--- src/rtl/mem1_lsu.sv ---
// M1 load/store unit: issues data-memory requests, stalls the pipeline while
// waiting for dmem_ack with a timeout abort, and feeds the M2 pipeline register.
module mem1_lsu #(
    parameter int TIMEOUT = 16
) (
    input  logic        clk,
    input  logic        rst,
    input  logic        reg_write_m1,
    input  logic [1:0]  result_src_m1,
    input  logic        mem_write_m1,
    input  logic [31:0] alu_result_m1,
    input  logic [31:0] write_data_m1,
    input  logic [2:0]  funct3_m1,
    input  logic [4:0]  rd_m1,
    input  logic [31:0] pc_plus4_m1,
    output logic        dmem_req,
    output logic        dmem_we,
    output logic [31:0] dmem_addr,
    output logic [3:0]  dmem_be,
    output logic [31:0] dmem_wdata,
    input  logic        dmem_ack,
    input  logic [31:0] dmem_rdata,
    output logic        stall_m1,
    output logic        reg_write_m2,
    output logic [1:0]  result_src_m2,
    output logic [31:0] alu_result_m2,
    output logic [31:0] read_data_m2,
    output logic [4:0]  rd_m2,
    output logic [31:0] pc_plus4_m2,
    output logic        misalign_m2,
    output logic        bus_err_m2
);
    localparam int CW = $clog2(TIMEOUT + 1);

    typedef enum logic [0:0] {IDLE = 1'b0, WAIT = 1'b1} state_t;

    state_t          r_state, w_state_nxt;
    logic [CW-1:0]   r_cnt, w_cnt_nxt;
    logic            w_is_load, w_access, w_aligned, w_req;
    logic            w_timeout_hit, w_stall, w_bus_err, w_misalign, w_complete;

    function automatic logic [3:0] f_store_be(input logic [1:0] off, input logic [1:0] size);
        case (size)
            2'b00:   f_store_be = 4'b0001 << off;
            2'b01:   f_store_be = 4'b0011 << off;
            default: f_store_be = 4'b1111;
        endcase
    endfunction

    function automatic logic [31:0] f_store_data(input logic [31:0] data, input logic [1:0] size);
        case (size)
            2'b00:   f_store_data = {4{data[7:0]}};
            2'b01:   f_store_data = {2{data[15:0]}};
            default: f_store_data = data;
        endcase
    endfunction

    function automatic logic [31:0] f_load_extract(input logic [31:0] word, input logic [1:0] off,
                                                   input logic [2:0] f3);
        logic [31:0] shifted;
        shifted = word >> {off, 3'b000};
        case (f3)
            3'b000:  f_load_extract = {{24{shifted[7]}}, shifted[7:0]};
            3'b100:  f_load_extract = {24'h000000, shifted[7:0]};
            3'b001:  f_load_extract = {{16{shifted[15]}}, shifted[15:0]};
            3'b101:  f_load_extract = {16'h0000, shifted[15:0]};
            default: f_load_extract = word;
        endcase
    endfunction

    // Access decode, alignment and request/stall generation
    always_comb begin
        w_is_load = (result_src_m1 == 2'b01);
        w_access  = mem_write_m1 | w_is_load;
        case (funct3_m1[1:0])
            2'b00:   w_aligned = 1'b1;
            2'b01:   w_aligned = ~alu_result_m1[0];
            default: w_aligned = (alu_result_m1[1:0] == 2'b00);
        endcase
        // reset also kills the request so an aborted access is never reissued while in reset
        w_req         = w_access & w_aligned & ~rst;
        w_timeout_hit = (r_state == WAIT) && (r_cnt == CW'(TIMEOUT - 1));
        w_stall       = w_req & ~dmem_ack & ~w_timeout_hit;
        w_bus_err     = w_req & w_timeout_hit & ~dmem_ack;
        w_misalign    = w_access & ~w_aligned;
        w_complete    = w_is_load & w_req & dmem_ack;
    end

    assign dmem_req   = w_req;
    assign dmem_we    = mem_write_m1;
    assign dmem_addr  = {alu_result_m1[31:2], 2'b00};
    assign dmem_be    = f_store_be(alu_result_m1[1:0], funct3_m1[1:0]);
    assign dmem_wdata = f_store_data(write_data_m1, funct3_m1[1:0]);
    assign stall_m1   = w_stall;

    // Next state; the counter holds cycles already spent waiting, issue cycle included
    always_comb begin
        w_state_nxt = r_state;
        w_cnt_nxt   = r_cnt;
        case (r_state)
            IDLE: begin
                if (w_req & ~dmem_ack) begin
                    w_state_nxt = WAIT;
                    w_cnt_nxt   = CW'(1);
                end else begin
                    w_cnt_nxt   = '0;
                end
            end
            WAIT: begin
                if (~w_req | dmem_ack | w_timeout_hit) begin
                    w_state_nxt = IDLE;
                    w_cnt_nxt   = '0;
                end else begin
                    w_cnt_nxt   = r_cnt + CW'(1);
                end
            end
            default: begin
                w_state_nxt = IDLE;
                w_cnt_nxt   = '0;
            end
        endcase
    end

    // FSM state and wait counter
    always_ff @(posedge clk) begin
        if (rst) begin
            r_state <= IDLE;
            r_cnt   <= '0;
        end else begin
            r_state <= w_state_nxt;
            r_cnt   <= w_cnt_nxt;
        end
    end

    // M2 pipeline register: bubble while stalled
    always_ff @(posedge clk) begin
        if (rst || w_stall) begin
            reg_write_m2  <= 1'b0;
            result_src_m2 <= 2'b00;
            alu_result_m2 <= 32'h0000_0000;
            read_data_m2  <= 32'h0000_0000;
            rd_m2         <= 5'd0;
            pc_plus4_m2   <= 32'h0000_0000;
            misalign_m2   <= 1'b0;
            bus_err_m2    <= 1'b0;
        end else begin
            reg_write_m2  <= reg_write_m1 & ~w_misalign & ~w_bus_err;
            result_src_m2 <= result_src_m1;
            alu_result_m2 <= alu_result_m1;
            read_data_m2  <= w_complete ? f_load_extract(dmem_rdata, alu_result_m1[1:0], funct3_m1)
                                        : 32'h0000_0000;
            rd_m2         <= rd_m1;
            pc_plus4_m2   <= pc_plus4_m1;
            misalign_m2   <= w_misalign;
            bus_err_m2    <= w_bus_err;
        end
    end
endmodule

--- config.mk ---
export PLATFORM = sky130hd
export DESIGN_NAME = mem1_lsu
export DESIGN_NICKNAME = d
export VERILOG_FILES = /design/src/rtl/mem1_lsu.sv
export SDC_FILE = /design/constraint.sdc
export NUM_CORES = 1
export LEC_CHECK = 0
export CORE_ASPECT_RATIO = 0.7
export CORE_MARGIN = 2
export CORE_UTILIZATION = 31
export CTS_CLUSTER_DIAMETER = 120
export CTS_CLUSTER_SIZE = 12
export DETAILED_ROUTE_END_ITERATION = 12
export GPL_ROUTABILITY_DRIVEN = 0
export PLACE_DENSITY = 0.79
export SLEW_MARGIN = 20
export SYNTH_ARGS = -nofsm -noshare
export SYNTH_HDL_FRONTEND = slang
export SYNTH_SLANG_ARGS = --single-unit
--- constraint.sdc ---
create_clock -name clk -period 1.6 [get_ports clk]
set_input_delay 0.16 -clock clk [delete_from_list [all_inputs] [get_ports clk]]
set_output_delay 0.16 -clock clk [all_outputs]
set_load 0.01 [all_outputs]
==> results of run 1 <==
[report_power, final]
group          internal, mW  leakage (nW)  switching [mW]
Sequential             2.90         0.921          0.0352
Combinational          1.03          2.57           0.618
Clock                  1.11         0.147            1.13
[cell type report]
type                    instances  share of cell area (%)
repair buffers                384                   44.95
flip-flops and latches        112                   25.91
multi-input cells             274                   22.65
well taps                     190                   2.744
clock buffers                   9                   2.600
clock inverters                 7                  0.8088
inverters                       8                  0.3466
[final timing paths]
check                                              endpoint  cells past startpoint
worst min register to register          r_cnt[3]$_SDFF_PP0_                      2
worst max register to register   pc_plus4_m2[25]$_SDFF_PP0_                      8
worst min-delay path            result_src_m2[1]$_SDFF_PP0_                      3
worst max-delay path             pc_plus4_m2[25]$_SDFF_PP0_                      8
[registers in the layout (all words and copies together) (netlist names)]
| signal | cells |
|---|---|
| misalign_m2 | 1 |
| reg_write_m2 | 1 |
| result_src_m2 | 2 |
| bus_err_m2 | 1 |
| r_cnt | 5 |
| read_data_m2 | 32 |
| r_state | 1 |
| alu_result_m2 | 32 |
| rd_m2 | 5 |
| pc_plus4_m2 | 32 |
[cells by family (layout without fill, tap and decap cells)]
group | after synthesis | count (layout) | share of synthesized area, %
xor gates and xnor gates | 2 | 2 | 0.3937
adders and majority gates | 2 | 2 | 0.5622
buffers and inverters | 73 | 408 | 10.23
other | 1 | 2 | 0.08426
and+or+nand+nor | 177 | 177 | 21.37
DFF | 112 | 112 | 50.38
muxes | 39 | 39 | 9.643
AOI/OAI and AO/OA | 51 | 52 | 7.338
[stage by stage]
step           setup slack (ps)  TNS (ps)  instance area, um2
3_3_place_gp             -691.4    -42310                7792
2_1_floorplan            -40.60    -406.0                4497
5_1_grt                  -167.6     -9243                8663
3_5_place_dp             -752.9    -47010                7792
4_1_cts                  -192.8     -5559                8543
6_report                 -124.6     -5876                8663
[worst register-to-register path, delay by kind of cell, from the launching register on]
family	cells	cell delay, ps
flops	1	340
fa+ha+maj	2	340
buf+inv	2	340
simple gates	2	330
compound gates	2	280
[layout by cell type (no fill, tap or decap), types with 11 or more instances in the layout]
cell type / Yosys / final
dlygate4sd2_1: 0 / 22
dfxtp_1: 112 / 110
o21ai_0: 14 / 12
and2_4: 0 / 36
mux2i_1: 17 / 17
nand2_1: 47 / 46
clkbuf_16: 0 / 11
nor2_1: 17 / 16
nand2_2: 10 / 11
buf_4: 42 / 45
mux2_2: 21 / 21
clkdlybuf4s50_1: 0 / 280
and2_1: 72 / 36
[layer usage]
layer	track usage, %	wire (um)	vias up
met2	39.12	8840	181
met4	4.602	175	0
li1	-	-	2132
met3	5.395	1094	15
met1	27.26	7515	2125
met5	0	0	-
[what timing repair did]
action	in CTS	in global routing
hold buffers	0	0
setup buffers	16	2
setup endpoints to repair	128	100
resized for setup	109	34
gates cloned	9	3
hold endpoints to repair	0	0
pin swaps	25	17
==> run summary, run 1 <==
For the sequential-to-total area share from yosys stat, the log shows 50.38%. The most common flop cell mapped by yosys is dfxtp_1. In this run the cell area of the synthesized design comes to 0.004451 mm2. Post-route minimum period: 1725 ps. For the final-report hold violation count, the log shows 0.

Dividing the detail-routed wire length by the instance count gives 17.91 um. The initial antenna violation count is 0. The final reports fail on negative setup slack.

STA classifies the critical path startpoint as a register. For the number of non-filler instances in the completed layout, the log shows 984. The number of antenna diodes in the final layout is 0. The tools report the worst-case register-to-register setup slack as -120 ps. The logs give 10.74 ps for the final setup skew and 0 for the residual overflow from global routing. The number of primary I/O pins came out at 320.

The number of buffers and inverters on the critical path is 2. After detailed placement, the design holds a cell count of 938. The tools report the overall die area as 0.01535 mm2.

Setup repair after global routing could not meet its margin everywhere. The logs give 4603 for the via count of the first global-routing pass and 2 for the worst-case clock buffer depth. The first routing iteration left 165 violations. After technology mapping, the gate count stands at 457. The total number of H-tree levels came out at 3.

The cell type group with the largest total delay on the critical path was flip-flops. For the worst setup path, the data required time is 1850 ps. Along the worst path, the maximum fanout reaches 5. The fraction of final layout cells sized beyond drive strength 1 was 22.92%.

The category of the most critical setup path was reg -> reg. The final route contains 4453 vias. The slack of the critical path is -124.6 ps, and the synthesized flop and latch total is 112. The tools report the critical path startpoint as r_cnt[0]$_SDFF_PP0_. The count of synthesis-stage warnings from yosys is 0. Using the TritonRoute via totals, the vias-per-cell ratio works out to 4.525. The dominant cell type by count on the critical path is ha_4. The starting density of the core is 31.87%.

The run finished, with violations left. The floorplan has 36 rows. The post-CTS clock slew at the launch and capture registers of the worst setup and hold paths is 80 ps. Setup violations remaining at the end of the flow were counted as 61. The tools report the number of clock sinks as 112. Across all hold checks on the routed design, the worst slack comes to 229.6 ps.

TritonCTS built the clock tree. The final max-slew violation count was 0. In the synthesized netlist, the cells that appear most often are 112 x dfxtp_1, 72 x and2_1, 47 x nand2_1, 42 x buf_4, 21 x mux2_2.

The run gives 1970 ps as the data arrival time of the critical path. Walking the worst path, the cells encountered are ha_4 > and3_4 > ha_4 > a21oi_4 > a31oi_4 > buf_12 > clkbuf_16 > and2_4. The logs give 62.04% for the end-of-flow core utilization and 0.002245 mm2 for the area of all sequential standard cells.

Summed over all cells, the static leakage comes to 3.640 nW. Signed area change from the synthesized netlist to the final layout: 94.66%. For the aggregate global-route resource usage, the log shows 22.09%. TritonCTS created 9 clock buffers. The worst min-delay path startpoint is result_src_m1[1]. At the end of the flow, the number of nets in the layout was 934. Area used by multi-input combinational logic: 0.001962 mm2. The run gives 0.01396 mm2 as the area of the core region. STA classifies the critical path endpoint as a register. The ratio of total power to cell area came out at 787.6 mW/mm2. Class of the worst hold path: in -> reg.

Max-cap violations in this run came to 0. Buffers placed on the I/O ports in this run total 317. For the power consumption, the log shows 6.823 mW. Counting flops with a built-in enable in the synthesized netlist gives 0.

After detailed routing, the number of remaining DRC violations is 0. The HPWL after detailed placement is 12340 um. The final layout contains routed wiring with a total length of 17630 um. The tools report the source of the worst register-to-register timing path as r_cnt[0]$_SDFF_PP0_.

For this run, the slowest stage of the critical path takes 340 ps. In the post-synthesis netlist, the biggest area contributors are dfxtp_1 50%, and2_1 10%, buf_4 7.1%. The area fraction of the dominant cell type after synthesis came out at 50.38%. At the later pin of the worst-skew pair, clock insertion delay measures 350 ps.

Dividing the final minimum period by the clock period gives 107.8%. The post-synthesis async set-or-reset flop share is 0%. Measured along the x axis, the die boundary spans 147.2 um.

The first global-routing pass estimated 26290 um of wire. The mean instance size in the synthesized netlist is 9.739 um2. Antenna violation net count after detailed routing: 0. The slowest stage of the critical path is the dfxtp_2 cell. Yosys instantiated no cell more often than dfxtp_1. Timing would allow up to 0.5798 GHz.

The run gives 0.4372 mV as the worst-case vdd ir drop. The number of distinct library cells after synthesis was 43. The final-layout fill cell count was 1143; the largest net degree at the start of global routing was 36. The tools report the clock root buffer master as clkbuf_16.

The biggest area contributor in the post-synthesis netlist is dfxtp_1. The iteration count of the initial detailed-routing pass came out at 4. In this run the vertical extent of the chip is 104.2 um.
Power figures use the tool's default switching activity.
==> run 2: changes to the inputs <==
- REMOVE_ABC_BUFFERS: not set -> 1
==> run summary, run 2 (same netlist as run 1, synthesis figures left out) <==
The signal on the critical path passes through ha_4 > and3_4 > ha_4 > a21oi_4 > a31oi_4 > buf_4 > buf_16 > and2_1. Setup repair after global routing could not meet its margin everywhere. Standard-cell row count: 36 (unchanged).

The post-route minimum period came out at 1731 ps (+5.896 ps). The post-DP HPWL is 13280 um (+7.7%). The insertion delay to the later sink of the worst-skew pair was 340 ps (about the same); the final-report hold violation count was 0 (unchanged). The post-layout net count was 933 (-0.11%); the worst-case clock buffer depth was 2 (unchanged).

The residual overflow from global routing was 0 (unchanged); the ratio of total power to cell area was 788.3 mW/mm2 (about the same). Die extent in y: 104.2 um (unchanged). The run gives 9 (unchanged) as the CTS buffer count. For the standard cell area after detailed placement, the log shows 0.007785 mm2 (about the same). The fraction of final layout cells sized beyond drive strength 1 was 23.46% (+0.53 points); the maximum fanout along the worst path was 18 (+13). TritonCTS built the clock tree. The logs give 18690 um (+6.0%) for the detailed-route wire length and 31.87% (unchanged) for the starting density of the core. The tools report the destination of the worst hold path as result_src_m2[1]$_SDFF_PP0_.

The largest individual stage delay along the critical path comes from the cell dfxtp_2. The worst-case vdd ir drop was 0.5366 mV (+23%). The dominant cell type by count on the critical path is ha_4.

Pre-CTS worst setup slack: -917.8 ps (-164.8 ps). The run gives 72 (+18%) as the count of final setup violators. In the layout the commonest cells are 284 x clkdlybuf4s50_1, 110 x dfxtp_1, 47 x nand2_1. For the data arrival time of the critical path, the log shows 1980 ps (about the same). Detail-routed via count per cell: 4.585 (+1.3%). The category of the most critical setup path is reg -> reg. The iteration count of the initial detailed-routing pass was 5 (+1); the final max-slew violation count was 0 (unchanged).

The class of the worst hold path was in -> reg. For the first-pass GRT wire length, the log shows 27940 um (+6.3%). The cell sitting at the root of the clock tree is a clkbuf_16. The commonest non-fill, non-tap cell in the layout is clkdlybuf4s50_1. The critical path buffer and inverter count is 2 (unchanged). The via count of the first global-routing pass was 4783 (+3.9%). The horizontal die dimension was 147.2 um (unchanged). The area of all placed cells without fillers came out at 0.008731 mm2 (+0.78%). The logs give 5.290 ps (-5.455 ps) for the final setup skew and 3.695 nW (+1.5%) for the static leakage power.

The post-cts hold buffer count was 0 (unchanged); the fraction of the cycle the final worst path needs was 108.2% (+0.37 points). The count of buffers from port buffering is 317 (unchanged). The end-of-flow core utilization is 62.53% (+0.48 points).

The number of stages on the worst hold path is 3 (unchanged). The tools report the area of the core region as 0.01396 mm2 (unchanged). The largest registers in the layout are alu_result_m2: 32 flops, pc_plus4_m2: 32 flops, read_data_m2: 32 flops.

The final reports fail on negative setup slack. The tools report the aggregate global-route resource usage as 23.45% (+1.4 points). In this run the critical register-to-register path is captured at alu_result_m2[3]$_SDFF_PP0_.

The logs give -130 ps (about the same) for the worst-case register-to-register setup slack and 0 (unchanged) for the number of violations of the max-capacitance limit. The number of clock sinks was 112 (unchanged). Violation count after the first detailed-routing iteration: 378 (+130%). The run finished, with violations left. The number of non-filler instances in the completed layout is 984 (unchanged), and the antenna violation net count after detailed routing is 0 (unchanged). Signed area change from the synthesized netlist to the final layout: 96.18%.

The slack of the critical path was -130.5 ps (-5.896 ps). Fmax: 0.5779 GHz (-0.34%). The cell depth of the worst flop-to-flop path is 8 (unchanged), and the initial antenna violation count is 1 (+1). The worst setup path is launched from a register.

The placed instance count came out at 939 (+0.11%). The worst setup path is captured at a register. The startpoint identified for the worst hold timing path is result_src_m1[1]. The tools report the DRC violation count after routing as 0 (unchanged).

The final-layout fill cell count is 1090 (-4.6%). The tools report the data required time at the worst endpoint as 1840 ps (about the same). The largest net degree at the start of global routing is 22 (-39%).

For the overall die area, the log shows 0.01535 mm2 (unchanged). The worst register-to-register path begins at r_cnt[0]$_SDFF_PP0_. The total number of H-tree levels came out at 3 (unchanged).

The post-CTS clock slew at the launch and capture registers of the worst setup and hold paths was 80 ps (about the same); the total number of vias was 4512 (+1.3%). The cell family contributing the most delay on the critical path is flip-flops. The wire length per cell after detailed routing is 18.99 um (+6.0%). The run gives 320 (unchanged) as the number of primary I/O pins.

Stage delay of the slowest cell on the critical path: 340 ps (about the same).
==> run 2: layer usage <==
metal  share of wire (%)  up-vias  global-route usage, %
met2                  50      186                  40.59
met3                 5.9       39                  5.439
met1                  41     2150                  28.79
li1                    -     2137                      -
met5                   0        -                      0
met4                 2.5        0                  7.692
==> run 2: cell type report <==
| cell class | count | area, um2 | area share, % |
|---|---|---|---|
| clock buffers | 9 | 225.2 | 2.580 |
| flip-flops and latches | 112 | 2245 | 25.71 |
| clock inverters | 7 | 77.57 | 0.8885 |
| multi-input cells | 273 | 1949 | 22.33 |
| repair buffers | 384 | 3964 | 45.40 |
| diodes | 1 | 2.502 | 0.02866 |
| well taps | 190 | 237.7 | 2.723 |
| inverters | 8 | 30.03 | 0.3439 |
==> run 2: worst register-to-register path, cell delays in order (launching register included) <==
cell     delay, ps
dfxtp_2        340
ha_4           160
and3_4         180
ha_4           170
a21oi_4        150
a31oi_4        150
buf_4          180
buf_16         150
and2_1         160
==> run 2: stage by stage <==
step / setup TNS, ps / hold slack [ps] / power, mW
global placement: -59710 / 486.7 / 4.408
finish: -7385 / 276.7 / 6.883
detailed placement: -64110 / 521.5 / 4.438
CTS: -7765 / 255.3 / 6.861
global route: -11420 / 279.2 / 7.145
floorplan: -98030 / 236.1 / 3.364
==> run 2: worst max path at each step <==
stage / startpoint / to / slack (ps) / depth (start not counted)
floorplan: r_cnt[0]$_SDFF_PP0_ / alu_result_m2[0]$_SDFF_PP0_ / -1370 / 6
global placement: alu_result_m1[0] / stall_m1 / -950 / 7
detailed placement: alu_result_m1[0] / stall_m1 / -920 / 7
CTS: r_cnt[0]$_SDFF_PP0_ / alu_result_m2[12]$_SDFF_PP0_ / -120 / 7
global route: r_cnt[0]$_SDFF_PP0_ / pc_plus4_m2[25]$_SDFF_PP0_ / -180 / 8
finish: r_cnt[0]$_SDFF_PP0_ / alu_result_m2[3]$_SDFF_PP0_ / -130 / 8
==> run 2: timing repair <==
item | 4_1_cts | 5_1_grt
resized for setup | 128 | 32
setup endpoints to repair | 133 | 95
cloned | 9 | 3
pin swaps | 22 | 23
setup buffers | 12 | 5
==> run 2: power by group <==
part,internal [mW],switching (mW)
sequential,2.91,0.0377
combinational,1.05,0.628
clock,1.11,1.15
total,5.07,1.82
